**config.mk**
```make
export PLATFORM = sky130hd
export DESIGN_NAME = food_spawner
export DESIGN_NICKNAME = d
export VERILOG_FILES = /design/src/rtl/food_pkg.sv /design/src/rtl/food_lfsr.sv /design/src/rtl/food_spawner.sv
export SDC_FILE = /design/constraint.sdc
export NUM_CORES = 1
export LEC_CHECK = 0
export ABC_AREA = 1
export CAP_MARGIN = 20
export CELL_PAD_IN_SITES_DETAIL_PLACEMENT = 0
export CELL_PAD_IN_SITES_GLOBAL_PLACEMENT = 1
export CORE_AREA = 2 2 250 252
export CTS_CLUSTER_DIAMETER = 100
export DETAILED_ROUTE_END_ITERATION = 7
export DIE_AREA = 0 0 252 254
export DONT_BUFFER_PORTS = 1
export PLACE_DENSITY = 0.3
export SKIP_LAST_GASP = 1
export SLEW_MARGIN = 40
export SYNTH_ARGS = -nofsm -noshare
export SYNTH_HDL_FRONTEND = slang
export SYNTH_SLANG_ARGS = --single-unit
```
**constraint.sdc**
```tcl
create_clock -name clk -period 5.7 [get_ports clk]
set_clock_uncertainty 0.05 [all_clocks]
set_input_delay 1.14 -clock clk [delete_from_list [all_inputs] [get_ports clk]]
set_output_delay 1.14 -clock clk [all_outputs]
set_load 0.005 [all_outputs]
```
**src/rtl/food_pkg.sv**
```systemverilog
// Shared types and constants for the food spawner: FSM encoding, LFSR seed/taps, play-area defaults.
// Latency: n/a (declarations only).
// Backpressure: n/a.
package food_pkg;

   typedef enum logic [1:0] {
      SPAWN = 2'd0,
      CHECK = 2'd1,
      ARMED = 2'd2,
      EAT   = 2'd3
   } food_state_e;

   // x^16 + x^14 + x^13 + x^11 + 1, applied to bits 15,13,12,10 of a left-shifting register
   localparam logic [15:0] LFSR_SEED = 16'hACE1;
   localparam logic [15:0] LFSR_TAPS = 16'hB400;

   // Play-area defaults used by the top-level parameters
   localparam int DEF_X_MIN = 200;
   localparam int DEF_Y_MIN = 200;
   localparam int DEF_STEP  = 5;
   localparam int DEF_CELLS = 61;

endpackage

```
**src/rtl/food_lfsr.sv**
```systemverilog
// Free-running 16-bit Fibonacci LFSR used as the food position source.
// Latency: registered, one shift per clock; reset loads the seed.
// Backpressure: none, it never stalls (keeps running during freeze).
module food_lfsr
   import food_pkg::*;
(
   input  logic        clk,
   input  logic        rst_n,
   output logic [15:0] lfsr
);

   logic [15:0] lfsr_q;
   logic [15:0] lfsr_d;

   // Shift left and feed the tap parity into bit 0; a nonzero seed never reaches zero
   always_comb begin
      lfsr_d = {lfsr_q[14:0], ^(lfsr_q & LFSR_TAPS)};
   end

   // State register, reset to the seed
   always_ff @(posedge clk or negedge rst_n) begin
      if (!rst_n) begin
         lfsr_q <= LFSR_SEED;
      end else begin
         lfsr_q <= lfsr_d;
      end
   end

   assign lfsr = lfsr_q;

endmodule

```
**src/rtl/food_spawner.sv**
```systemverilog
// Places food on a random grid cell, detects head hits, pulses grow for GROW_HOLD cycles, counts score.
// Latency: spawn 1 cycle (+L body-scan cycles with FOOD_BODY_CHECK_EN), hit -> grow/score 1 cycle; all outputs registered.
// Backpressure: freeze holds FSM, counter and outputs; the LFSR keeps running. Macro: FOOD_BODY_CHECK_EN.
module food_spawner
   import food_pkg::*;
#(
   parameter int SEG_MAX   = 30,
   parameter int COORD_W   = 10,
   parameter int STEP      = DEF_STEP,
   parameter int X_MIN     = DEF_X_MIN,
   parameter int Y_MIN     = DEF_Y_MIN,
   parameter int CELLS     = DEF_CELLS,
   parameter int GROW_HOLD = 4
)(
   input  logic                       clk,
   input  logic                       rst,
   input  logic                       freeze,
   input  logic [SEG_MAX*COORD_W-1:0] body_x,
   input  logic [SEG_MAX*COORD_W-1:0] body_y,
   input  logic [6:0]                 snake_length,
   output logic [COORD_W-1:0]         food_x,
   output logic [COORD_W-1:0]         food_y,
   output logic                       food_valid,
   output logic                       grow,
   output logic [7:0]                 score
);

   localparam int CNT_W = $clog2(GROW_HOLD + 1);
   localparam logic [COORD_W-1:0] X_MIN_C = COORD_W'(X_MIN);
   localparam logic [COORD_W-1:0] Y_MIN_C = COORD_W'(Y_MIN);
   localparam logic [COORD_W-1:0] STEP_C  = COORD_W'(STEP);
   localparam logic [6:0]         CELLS_C = 7'(CELLS);

   logic [15:0]        lfsr;
   logic [5:0]         rx;
   logic [5:0]         ry;
   logic               in_range;
   logic [COORD_W-1:0] new_x;
   logic [COORD_W-1:0] new_y;
   logic               head_hit;
   logic               unused_lfsr;

   food_state_e        state_q, state_d;
   logic [COORD_W-1:0] food_x_q, food_x_d;
   logic [COORD_W-1:0] food_y_q, food_y_d;
   logic               food_valid_q, food_valid_d;
   logic               grow_q, grow_d;
   logic [7:0]         score_q, score_d;
   logic [CNT_W-1:0]   cnt_q, cnt_d;

   food_lfsr u_lfsr (
      .clk   (clk),
      .rst_n (rst),
      .lfsr  (lfsr)
   );

   assign rx          = lfsr[5:0];
   assign ry          = lfsr[13:8];
   assign unused_lfsr = ^{lfsr[15:14], lfsr[7:6]};
   assign in_range    = ({1'b0, rx} < CELLS_C) && ({1'b0, ry} < CELLS_C);
   // STEP*rx stays below 2^COORD_W for the play area, so COORD_W-wide math is exact
   assign new_x       = X_MIN_C + STEP_C * COORD_W'(rx);
   assign new_y       = Y_MIN_C + STEP_C * COORD_W'(ry);
   assign head_hit    = (body_x[COORD_W-1:0] == food_x_q) && (body_y[COORD_W-1:0] == food_y_q);

`ifdef FOOD_BODY_CHECK_EN
   localparam int         IDX_W     = (SEG_MAX > 1) ? $clog2(SEG_MAX) : 1;
   localparam logic [6:0] SEG_MAX_C = 7'(SEG_MAX);

   logic [COORD_W-1:0] seg_x [SEG_MAX];
   logic [COORD_W-1:0] seg_y [SEG_MAX];
   logic [COORD_W-1:0] cand_x_q, cand_x_d;
   logic [COORD_W-1:0] cand_y_q, cand_y_d;
   logic [IDX_W-1:0]   idx_q, idx_d;
   logic [6:0]         len_eff;
   logic [IDX_W-1:0]   last_idx;
   logic               seg_hit;

   for (genvar g = 0; g < SEG_MAX; g++) begin : g_seg
      assign seg_x[g] = body_x[g*COORD_W +: COORD_W];
      assign seg_y[g] = body_y[g*COORD_W +: COORD_W];
   end

   // Live length clamped to the bus size; an empty snake still scans the head slot
   always_comb begin
      len_eff = snake_length;
      if (snake_length == 7'd0) begin
         len_eff = 7'd1;
      end else if (snake_length > SEG_MAX_C) begin
         len_eff = SEG_MAX_C;
      end
   end

   assign last_idx = IDX_W'(len_eff - 7'd1);
   assign seg_hit  = (seg_x[idx_q] == cand_x_q) && (seg_y[idx_q] == cand_y_q);
`else
   logic unused_body;
   assign unused_body = ^{body_x[SEG_MAX*COORD_W-1:COORD_W], body_y[SEG_MAX*COORD_W-1:COORD_W],
                          snake_length};
`endif

   // Next-state and registered-output logic; freeze leaves every default (hold) in place
   always_comb begin
      state_d      = state_q;
      food_x_d     = food_x_q;
      food_y_d     = food_y_q;
      food_valid_d = food_valid_q;
      grow_d       = grow_q;
      score_d      = score_q;
      cnt_d        = cnt_q;
`ifdef FOOD_BODY_CHECK_EN
      cand_x_d     = cand_x_q;
      cand_y_d     = cand_y_q;
      idx_d        = idx_q;
`endif
      if (!freeze) begin
         unique case (state_q)
            SPAWN: begin
               grow_d       = 1'b0;
               food_valid_d = 1'b0;
               if (in_range) begin
`ifdef FOOD_BODY_CHECK_EN
                  cand_x_d = new_x;
                  cand_y_d = new_y;
                  idx_d    = '0;
                  state_d  = CHECK;
`else
                  food_x_d     = new_x;
                  food_y_d     = new_y;
                  food_valid_d = 1'b1;
                  state_d      = ARMED;
`endif
               end
            end
`ifdef FOOD_BODY_CHECK_EN
            CHECK: begin
               grow_d       = 1'b0;
               food_valid_d = 1'b0;
               if (seg_hit) begin
                  state_d = SPAWN;
               end else if (idx_q == last_idx) begin
                  food_x_d     = cand_x_q;
                  food_y_d     = cand_y_q;
                  food_valid_d = 1'b1;
                  state_d      = ARMED;
               end else begin
                  idx_d = idx_q + IDX_W'(1);
               end
            end
`endif
            ARMED: begin
               if (head_hit) begin
                  food_valid_d = 1'b0;
                  grow_d       = 1'b1;
                  score_d      = (score_q == 8'hFF) ? score_q : score_q + 8'd1;
                  cnt_d        = CNT_W'(GROW_HOLD);
                  state_d      = EAT;
               end
            end
            EAT: begin
               // The low cycle that follows in SPAWN lets the movement block re-arm
               if (cnt_q <= CNT_W'(1)) begin
                  grow_d  = 1'b0;
                  state_d = SPAWN;
               end else begin
                  cnt_d = cnt_q - CNT_W'(1);
               end
            end
            default: begin
               state_d = SPAWN;
            end
         endcase
      end
   end

   // State and output registers, cleared asynchronously
   always_ff @(posedge clk or negedge rst) begin
      if (!rst) begin
         state_q      <= SPAWN;
         food_x_q     <= '0;
         food_y_q     <= '0;
         food_valid_q <= 1'b0;
         grow_q       <= 1'b0;
         score_q      <= '0;
         cnt_q        <= '0;
`ifdef FOOD_BODY_CHECK_EN
         cand_x_q     <= '0;
         cand_y_q     <= '0;
         idx_q        <= '0;
`endif
      end else begin
         state_q      <= state_d;
         food_x_q     <= food_x_d;
         food_y_q     <= food_y_d;
         food_valid_q <= food_valid_d;
         grow_q       <= grow_d;
         score_q      <= score_d;
         cnt_q        <= cnt_d;
`ifdef FOOD_BODY_CHECK_EN
         cand_x_q     <= cand_x_d;
         cand_y_q     <= cand_y_d;
         idx_q        <= idx_d;
`endif
      end
   end

   assign food_x     = food_x_q;
   assign food_y     = food_y_q;
   assign food_valid = food_valid_q;
   assign grow       = grow_q;
   assign score      = score_q;

endmodule
```
==> metrics.yaml, run 1 <==
grt_start_max_net_pins: 52
drive_above_1_share_pct: 7.609
ff2ff_path_depth: 9
drcViolationCount: 0
syn_nets: 1007
cts_resized: 0
p_int_uw: 622.3
nNetsFinal: 1010
syn_inst: 364
dp_cells: 1150
p_per_area_nw_per_um2: 233.7
instances_no_fill: 1158
ctsHoldBuffers: 0
fin_crit_ns: 2.688
n_fill_cell: 7184
crit_path_max_fanout: 12
cts_buffers: 5
critPathLaunch: "body_x[7]"
ant_nets: 0
fin_crit_sh_pct: 47.16
synth_cell_type_count: 26
cp-end-kind: "flop"
r2r-end: "food_y[8]"
p_switching_uw: 344.3
grt.overflow.total: 0
final_cell_area_um2: 4136
cts_htree_levels: 2
ios: 640
grt_pass1_wl_mm: 16.38
antenna_found_initial: 2
ys_ff_latch: 51
final_cell_mix: "nand2_1 (110), inv_1 (56), dfrtp_1 (43)"
yosys_warnings: 0
gp_congestion: 0.6541
wire_per_inst_um: 9.848
peakVddDrop_uv: 131.2
vias: 2200
area_growth_pct: 36.78
cts_tree: "done"
post_cts_buffers: 0
reg2reg_slack_ns: 3.15
setup_violations: 0
diodes: 0
avgViaCountPerCell: 1.900
clockRootBuffer: "clkbuf_16"
avgSynthCellArea_um2: 8.308
die_area_um2: 64010
grt_pass1_vias: 2309
hold_violations: 0
crit_arrival_ns: 2.87
dr.pass1.iters: 4
start_util_pct: 4.937
clk_latency_ns: 0.30
wl_mm: 11.40
cts.sinks: 51
placed_cell_area_um2: 3988
tightest_slew_ns: 0.6909
hold_path_end: "u_lfsr.lfsr[15]"
start_kind: "input pin"
dieHeight_um: 254
detail_route.iter0.violations: 106
slew_violations: 0
portBuffers: 0
power_uw: 966.6
cp.required_ns: 5.88
fmax_ghz: 0.3720
pwr-share-clk_pct: 32.8
core_area_um2: 61260
slew_headroom_pct: 53.83
synth_top_area_share_pct: 35.58
dp_hpwl_mm: 9.511
rows: 91
switching_share_pct: 35.62
p_leak_nw: 1.716
status: "completed"
hold_path_depth: 0
finalSetupTns_ns: 0
comb_power_share_pct: 19.1
clk_pin_slew_worst_paths_ns: 0.08
rsz0062_at_grt: "no"
synth_top_cell_by_area: "dfrtp_1"
die_w_um: 252
syn_area_um2: 3024
hold_path_class: "reg2reg"
synthTopCellsByArea: "dfrtp_1 (36%), nand2_1 (14%), ha_1 (12%)"
layout_commonest_cell: "nand2_1"
track_usage_pct: 3.598
hold_path_startpoint: "u_lfsr.lfsr[14]"
drv_cap: 0
regToRegStartpoint: "u_lfsr.lfsr[10]"
ys_seq_area_share_pct: 42.53
p_seq_share_pct: 48.1
critPathKind: "in2reg"
clk_path_buf_depth: 2
-- stage by stage --
stage / hold slack (ns) / utilization [%] / worst slack [ns]
final: 0.3071 / 6.753 / 3.012
after global routing: 0.3152 / 6.753 / 2.708
after CTS: 0.3126 / 6.753 / 2.882
after detailed placement: 0.2928 / 6.510 / 2.574
after global placement: 0.2859 / 6.510 / 2.567
after floorplan: 0.2830 / - / 3.485
-- logic make-up after synthesis --
logic type	count (synthesis)	synth area share, %
adder cells (fa/ha/maj)	33	14.65
AO/OA/AOI/OAI	38	7.240
flip-flops	51	42.53
buffers and inverters	62	8.026
AND/OR/NAND/NOR	161	22.05
XOR/XNOR	19	5.503
-- worst max path at each step --
stage                      to  slack (ns)  depth (start not counted)
floorplan           food_y[8]        3.49                          9
global placement     score[3]        2.57                          9
detailed placement   score[3]        2.57                          9
CTS                  score[3]        2.88                          9
global route         score[3]        2.71                          9
finish               score[4]        3.01                          9
-- state kept, by name (all words and copies together), names as in the netlist --
register     cells
score            8
food_x          10
cnt_q            3
grow             1
food_valid       1
u_lfsr.lfsr     16
state_q          2
food_y          10
-- power by group through the flow --
stage | clock (mW) | sequential (mW) | combinational, mW
floorplan | 0 | 0.442 | 0.131
global placement | 0 | 0.477 | 0.198
detailed placement | 0 | 0.477 | 0.198
CTS | 0.336 | 0.471 | 0.198
global route | 0.347 | 0.477 | 0.220
finish | 0.317 | 0.465 | 0.184
-- synthesized netlist by cell type, drive strengths merged --
| cell type | instances |
|---|---|
| a21oi | 7 |
| buf | 3 |
| clkbuf | 1 |
| clkinv | 2 |
| dfrtp | 43 |
| dfstp | 8 |
| fa | 4 |
| ha | 29 |
| inv | 56 |
| nand2 | 114 |
| nand3 | 9 |
| nand4 | 7 |
| nor2 | 30 |
| nor3 | 1 |
| o2111ai | 2 |
| o21a | 2 |
| o21ai | 25 |
| o21bai | 2 |
| xnor2 | 9 |
| xor2 | 10 |
-- final cells by class --
| type | count | area, µm² | area share, % |
|---|---|---|---|
| Clock buffer | 5 | 125.1 | 3.025 |
| Sequential cell | 51 | 1286 | 31.09 |
| Tap cell | 790 | 988.4 | 23.90 |
| Clock inverter | 3 | 23.77 | 0.5747 |
| Inverter | 58 | 217.7 | 5.263 |
| Multi-Input combinational cell | 251 | 1495 | 36.15 |
-- worst max-delay path, stage by stage --
cell and delay [ns]:
xnor2_1 0.42, nand2_1 0.09, nor2_1 0.37, inv_1 0.14, nor2_4 0.17, nand2_2 0.21
inv_1 0.21, nand2_1 0.07, nand2_1 0.06
-- layer usage --
metal	part of all wire [%]	global-route usage [%]	vias up	wire length, µm
met5	0.24	0	-	27
met3	14	2.284	10	1573
met2	47	6.021	34	5379
met4	1.2	1.014	4	142
li1	-	-	1139	-
met1	38	3.722	1013	4280
No activity file was read; power rests on OpenSTA's default activity.
==> run 2: changes to the inputs <==
Settings changed: CORE_AREA 2 2 250 252 to 2 2 246 248, DIE_AREA 0 0 252 254 to 0 0 248 250.
Clock period 5.7 ns to 2.7 ns, I/O delays scaled along.
==> metrics.yaml, run 2 (same netlist as run 1, synthesis figures left out) <==
status: "completed"
clockRootBuffer: "clkbuf_16"
cts_buffers: 5  # unchanged
finalSetupTns_ns: 0  # unchanged
fin_crit_ns: 2.435
final_cell_mix: "nand2_1 (110), inv_1 (56), dfrtp_1 (43)"
antenna_found_initial: 0  # -2
grt_pass1_vias: 2222  # -3.8%
largest_reg_flops: 16  # unchanged
fin_crit_sh_pct: 90.20
nNetsFinal: 1016  # +0.59%
ant_nets: 0  # unchanged
core_area_um2: 59570  # -2.8%
p_per_area_nw_per_um2: 492.5  # +110%
ctsHoldBuffers: 1  # +1
avgViaCountPerCell: 1.933  # +1.8%
dieHeight_um: 250  # -1.6%
reg2reg_slack_ns: 0.26  # -2.89 ns
portBuffers: 0  # unchanged
layout_commonest_cell: "nand2_1"
die_area_um2: 62000  # -3.1%
n_fill_cell: 6929  # -3.5%
clk_pin_slew_worst_paths_ns: 0.07  # about the same
hold_violations: 0  # unchanged
dr.pass1.iters: 4  # unchanged
hold_path_class: "in2async"
drv_cap: 0  # unchanged
regToRegStartpoint: "u_lfsr.lfsr[10]"
slew_headroom_pct: 69.30  # +15 points
multi_input_area_um2: 1495  # unchanged
area_growth_pct: 38.93
slew_violations: 0  # unchanged
fin_ws_ns: 0.2647  # -2.747 ns
rows: 90  # -1.1%
wire_per_inst_um: 9.688  # -1.6%
hold_slack_ns: 0.03170  # -0.2754 ns
rsz0062_at_grt: "no"
clk_latency_ns: 0.30  # about the same
die_w_um: 248  # -1.6%
detail_route.iter0.violations: 92  # -13%
vias: 2237  # +1.7%
post_cts_buffers: 0  # unchanged
ff2ff_path_depth: 9  # unchanged
r2r-end: "food_y[8]"
grt.overflow.total: 0  # unchanged
start_util_pct: 5.077  # +0.14 points
cp.required_ns: 2.87  # -3.01 ns
cts_resized: 0  # unchanged
crit_path_max_fanout: 3  # -9
seqCellArea_um2: 1286  # unchanged
track_usage_pct: 3.681  # +0.082 points
grt_pass1_wl_mm: 16.17  # -1.3%
cp-end-kind: "flop"
peakVddDrop_uv: 237.5  # +81%
critPathKind: "reg2reg"
critPathLaunch: "u_lfsr.lfsr[10]"
dp_hpwl_mm: 9.293  # -2.3%
gp_congestion: 0.6686  # +2.2%
grt_start_max_net_pins: 44  # -15%
start_kind: "flop"
cts_tree: "done"
wl_mm: 11.21  # -1.7%
p_leak_nw: 1.765  # +2.9%
clk_path_buf_depth: 2  # unchanged
drcViolationCount: 0  # unchanged
setup_violations: 0  # unchanged
fmax_ghz: 0.4106
ios: 640  # unchanged
crit_arrival_ns: 2.61  # -0.26 ns
pre_cts_slack_ns: 0.2070  # -2.367 ns
cts_htree_levels: 2  # unchanged
cts.sinks: 51  # unchanged
tightest_slew_ns: 0.4589  # -0.2320 ns
drive_above_1_share_pct: 8.824  # +1.2 points
[run 2: cell types whose count changed in the layout (fill, tap and decap cells not counted)]
| cell | delta |
|---|---|
| clkinvlp_4 | -2 |
| clkbuf_1 | +1 |
| clkbuf_8 | +2 |
| buf_16 | +1 |
| diode_2 | +1 |
| inv_6 | -1 |
| buf_4 | +5 |
[run 2: how the worst max path moves through the flow]
stage	to	slack, ns	depth (start not counted)
2_1_floorplan	food_y[8]	0.49	9
3_3_place_gp	food_y[8]	0.19	9
3_5_place_dp	food_y[8]	0.21	9
4_1_cts	food_y[8]	0.19	9
5_1_grt	food_y[8]	0.06	9
6_report	food_y[8]	0.26	9
[run 2: report_power, final]
part | leakage [nW] | internal (mW) | switching [mW] | total (mW)
Clock | 0.0772 | 0.396 | 0.297 | 0.693
Sequential | 0.656 | 0.849 | 0.119 | 0.968
Combinational | 1.03 | 0.131 | 0.277 | 0.409
[run 2: layout make-up]
| class | count | share of cell area (%) |
|---|---|---|
| diodes | 1 | 0.05956 |
| multi-input cells | 251 | 35.59 |
| repair buffers | 6 | 1.549 |
| flip-flops and latches | 51 | 30.61 |
| clock buffers | 8 | 3.722 |
| inverters | 58 | 5.182 |
| well taps | 782 | 23.29 |
[run 2: layer usage]
layer	part of all wire (%)	vias up	track usage, %
li1	-	1151	-
met1	45	1039	4.622
met2	45	42	5.778
met3	8.8	5	1.624
met4	0.84	0	0.7699
met5	0	-	0
[run 2: per-stage QoR]
| stage | instance area, µm² | utilization (%) | total power [mW] | cells |
|---|---|---|---|---|
| after floorplan | 3024 | - | 1.208 | 364 |
| after global placement | 4015 | 6.740 | 1.405 | 1147 |
| after detailed placement | 4015 | 6.740 | 1.403 | 1147 |
| after CTS | 4199 | 7.049 | 2.154 | 1156 |
| after global routing | 4199 | 7.049 | 2.239 | 1156 |
| final | 4202 | 7.053 | 2.069 | 1157 |
[run 2: critical path, cell delays in order, from the launching register on]
cell     delay, ns
dfstp_2       0.56
ha_1          0.23
ha_1          0.28
ha_1          0.17
inv_1         0.06
fa_1          0.41
o21ai_0       0.22
xor2_1        0.23
nand2_1       0.08
o21ai_0       0.08
==> run 3: changes to the inputs <==
Settings changed: CELL_PAD_IN_SITES_DETAIL_PLACEMENT 0 to unset, CELL_PAD_IN_SITES_GLOBAL_PLACEMENT 1 to unset, CORE_AREA 2 2 246 248 to 2 2 248 250, DIE_AREA 0 0 248 250 to 0 0 250 252.
==> metrics.yaml, run 3 (same netlist as run 1, synthesis figures left out) <==
dp_cells: 1145  # -0.17%
wire_per_inst_um: 8.862  # -8.5%
status: "completed"
drive_above_1_share_pct: 8.602  # -0.22 points
nNetsFinal: 1014  # -0.20%
layout_commonest_cell: "nand2_1"
slew_violations: 0  # unchanged
wl_mm: 10.25  # -8.6%
fin_crit_sh_pct: 90.33  # +0.13 points
ios: 640  # unchanged
crit_chain: "ha_1, ha_1, ha_1, inv_1, fa_1, o21ai_1, xor2_1, nand2_1, o21ai_0"
crit_path_max_fanout: 5  # +2
cts.sinks: 51  # unchanged
core_area_um2: 60130  # +0.95%
clk_path_buf_depth: 2  # unchanged
finalSetupTns_ns: 0  # unchanged
cp_common_cell: "ha_1"
power_mw: 2.147  # +3.7%
die_w_um: 250  # +0.81%
fmax_ghz: 0.4100  # -0.15%
peakVddDrop_uv: 213.8  # -10%
dr.pass1.iters: 4  # unchanged
cp.required_ns: 2.88  # about the same
start_util_pct: 5.029  # -0.048 points
rows: 90  # unchanged
p_per_area_nw_per_um2: 509.9  # +3.5%
gp_congestion: 0.6811  # +1.9%
largest_reg_flops: 16  # unchanged
slew_headroom_pct: 79.26  # +10 points
rsz0062_at_grt: "no"
clk_latency_ns: 0.30  # about the same
setup_violations: 0  # unchanged
crit_arrival_ns: 2.62  # about the same
detail_route.iter0.violations: 64  # -30%
final_cell_mix: "nand2_1 (110), inv_1 (56), dfrtp_1 (43)"
vias: 2259  # +0.98%
avgViaCountPerCell: 1.954  # +1.1%
grt.overflow.total: 0  # unchanged
clk_pin_slew_worst_paths_ns: 0.07  # about the same
critPathKind: "reg2reg"
grt_pass1_vias: 2289  # +3.0%
drcViolationCount: 0  # unchanged
grt_pass1_wl_mm: 15.34  # -5.1%
cts_tree: "done"
pre_cts_slack_ns: 0.1736  # -0.03343 ns
die_area_um2: 63000  # +1.6%
fin_crit_ns: 2.439  # +0.003573 ns
grt_start_max_net_pins: 44  # unchanged
drv_cap: 0  # unchanged
start_kind: "flop"
cp-end-kind: "flop"
cp_slowest_cell: "dfstp_2"
p_leak_nw: 1.764  # about the same
instances_no_fill: 1156  # -0.086%
antenna_found_initial: 2  # +2
hold_path_class: "in2async"
dp_hpwl_mm: 8.333  # -10%
cts_buffers: 5  # unchanged
dieHeight_um: 252  # +0.80%
cts_htree_levels: 2  # unchanged
cpPeakStageDelay_ns: 0.59  # +0.03 ns
fin_ws_ns: 0.2611  # -0.003573 ns
area_growth_pct: 39.22
hold_violations: 0  # unchanged
clockRootBuffer: "clkbuf_16"
tightest_slew_ns: 0.3108  # -0.1481 ns
ant_nets: 0  # unchanged
track_usage_pct: 3.356  # -0.33 points
portBuffers: 0  # unchanged
[run 3: cell type report]
| class | instances | area, µm² |
|---|---|---|
| Multi-Input combinational cell | 251 | 1495 |
| Fill cell | 7083 | 55920 |
| Antenna cell | 2 | 5.005 |
| Clock inverter | 2 | 38.79 |
| Tap cell | 782 | 978.4 |
| Clock buffer | 6 | 138.9 |
| Inverter | 58 | 217.7 |
| Timing Repair Buffer | 4 | 50.05 |
| Sequential cell | 51 | 1286 |
[run 3: stage by stage]
step	area, µm²	util, %	hold WS (ns)
2_1_floorplan	3024	-	0.1944
3_3_place_gp	4000	6.652	0.1957
3_5_place_dp	4000	6.652	0.1959
4_1_cts	4205	6.993	0.008937
5_1_grt	4205	6.993	0.01467
6_report	4210	7.002	0.02927
[run 3: what timing repair did]
action | 4_1_cts | 5_1_grt
resized for setup | 0 | 1
hold buffers | 1 | 0
hold endpoints to repair | 43 | 0
setup endpoints to repair | 0 | 1
setup buffers | 0 | 0
[run 3: critical path: cells and delay by family, from the launching register on]
| kind | cells | cell delay (ns) |
|---|---|---|
| compound gates | 2 | 0.26 |
| xor+xnor | 1 | 0.24 |
| fa+ha+maj | 4 | 1.09 |
| buf+inv | 1 | 0.05 |
| flops | 1 | 0.59 |
| simple gates | 1 | 0.08 |
[run 3: final timing paths]
| check | startpoint | endpoint | slack, ns | cells past startpoint |
|---|---|---|---|---|
| worst max-delay path | u_lfsr.lfsr[10] | food_y[8] | 0.26 | 9 |
| max in group asynchronous | rst | food_x[8] | 2.34 | 1 |
| worst max register to register | u_lfsr.lfsr[10] | food_y[8] | 0.26 | 9 |
| worst min-delay path | rst | u_lfsr.lfsr[5] | 0.03 | 0 |
| min in group clk | u_lfsr.lfsr[14] | u_lfsr.lfsr[15] | 0.30 | 0 |
| worst min register to register | u_lfsr.lfsr[14] | u_lfsr.lfsr[15] | 0.30 | 0 |
[run 3: routing by layer]
metal  GRT usage [%]  vias up  share of wire [%]
met2           4.934       37                 42
met3           2.146       10                 14
li1                -     1152                  -
met4           1.129        2                1.4
met1           3.937     1058                 43
met5               0        -               0.13
[run 3: power breakdown]
group / internal (mW) / switching (mW) / leakage, nW / total, mW
Combinational: 0.131 / 0.261 / 1.02 / 0.392
Clock: 0.467 / 0.312 / 0.0875 / 0.779
Sequential: 0.849 / 0.127 / 0.656 / 0.976
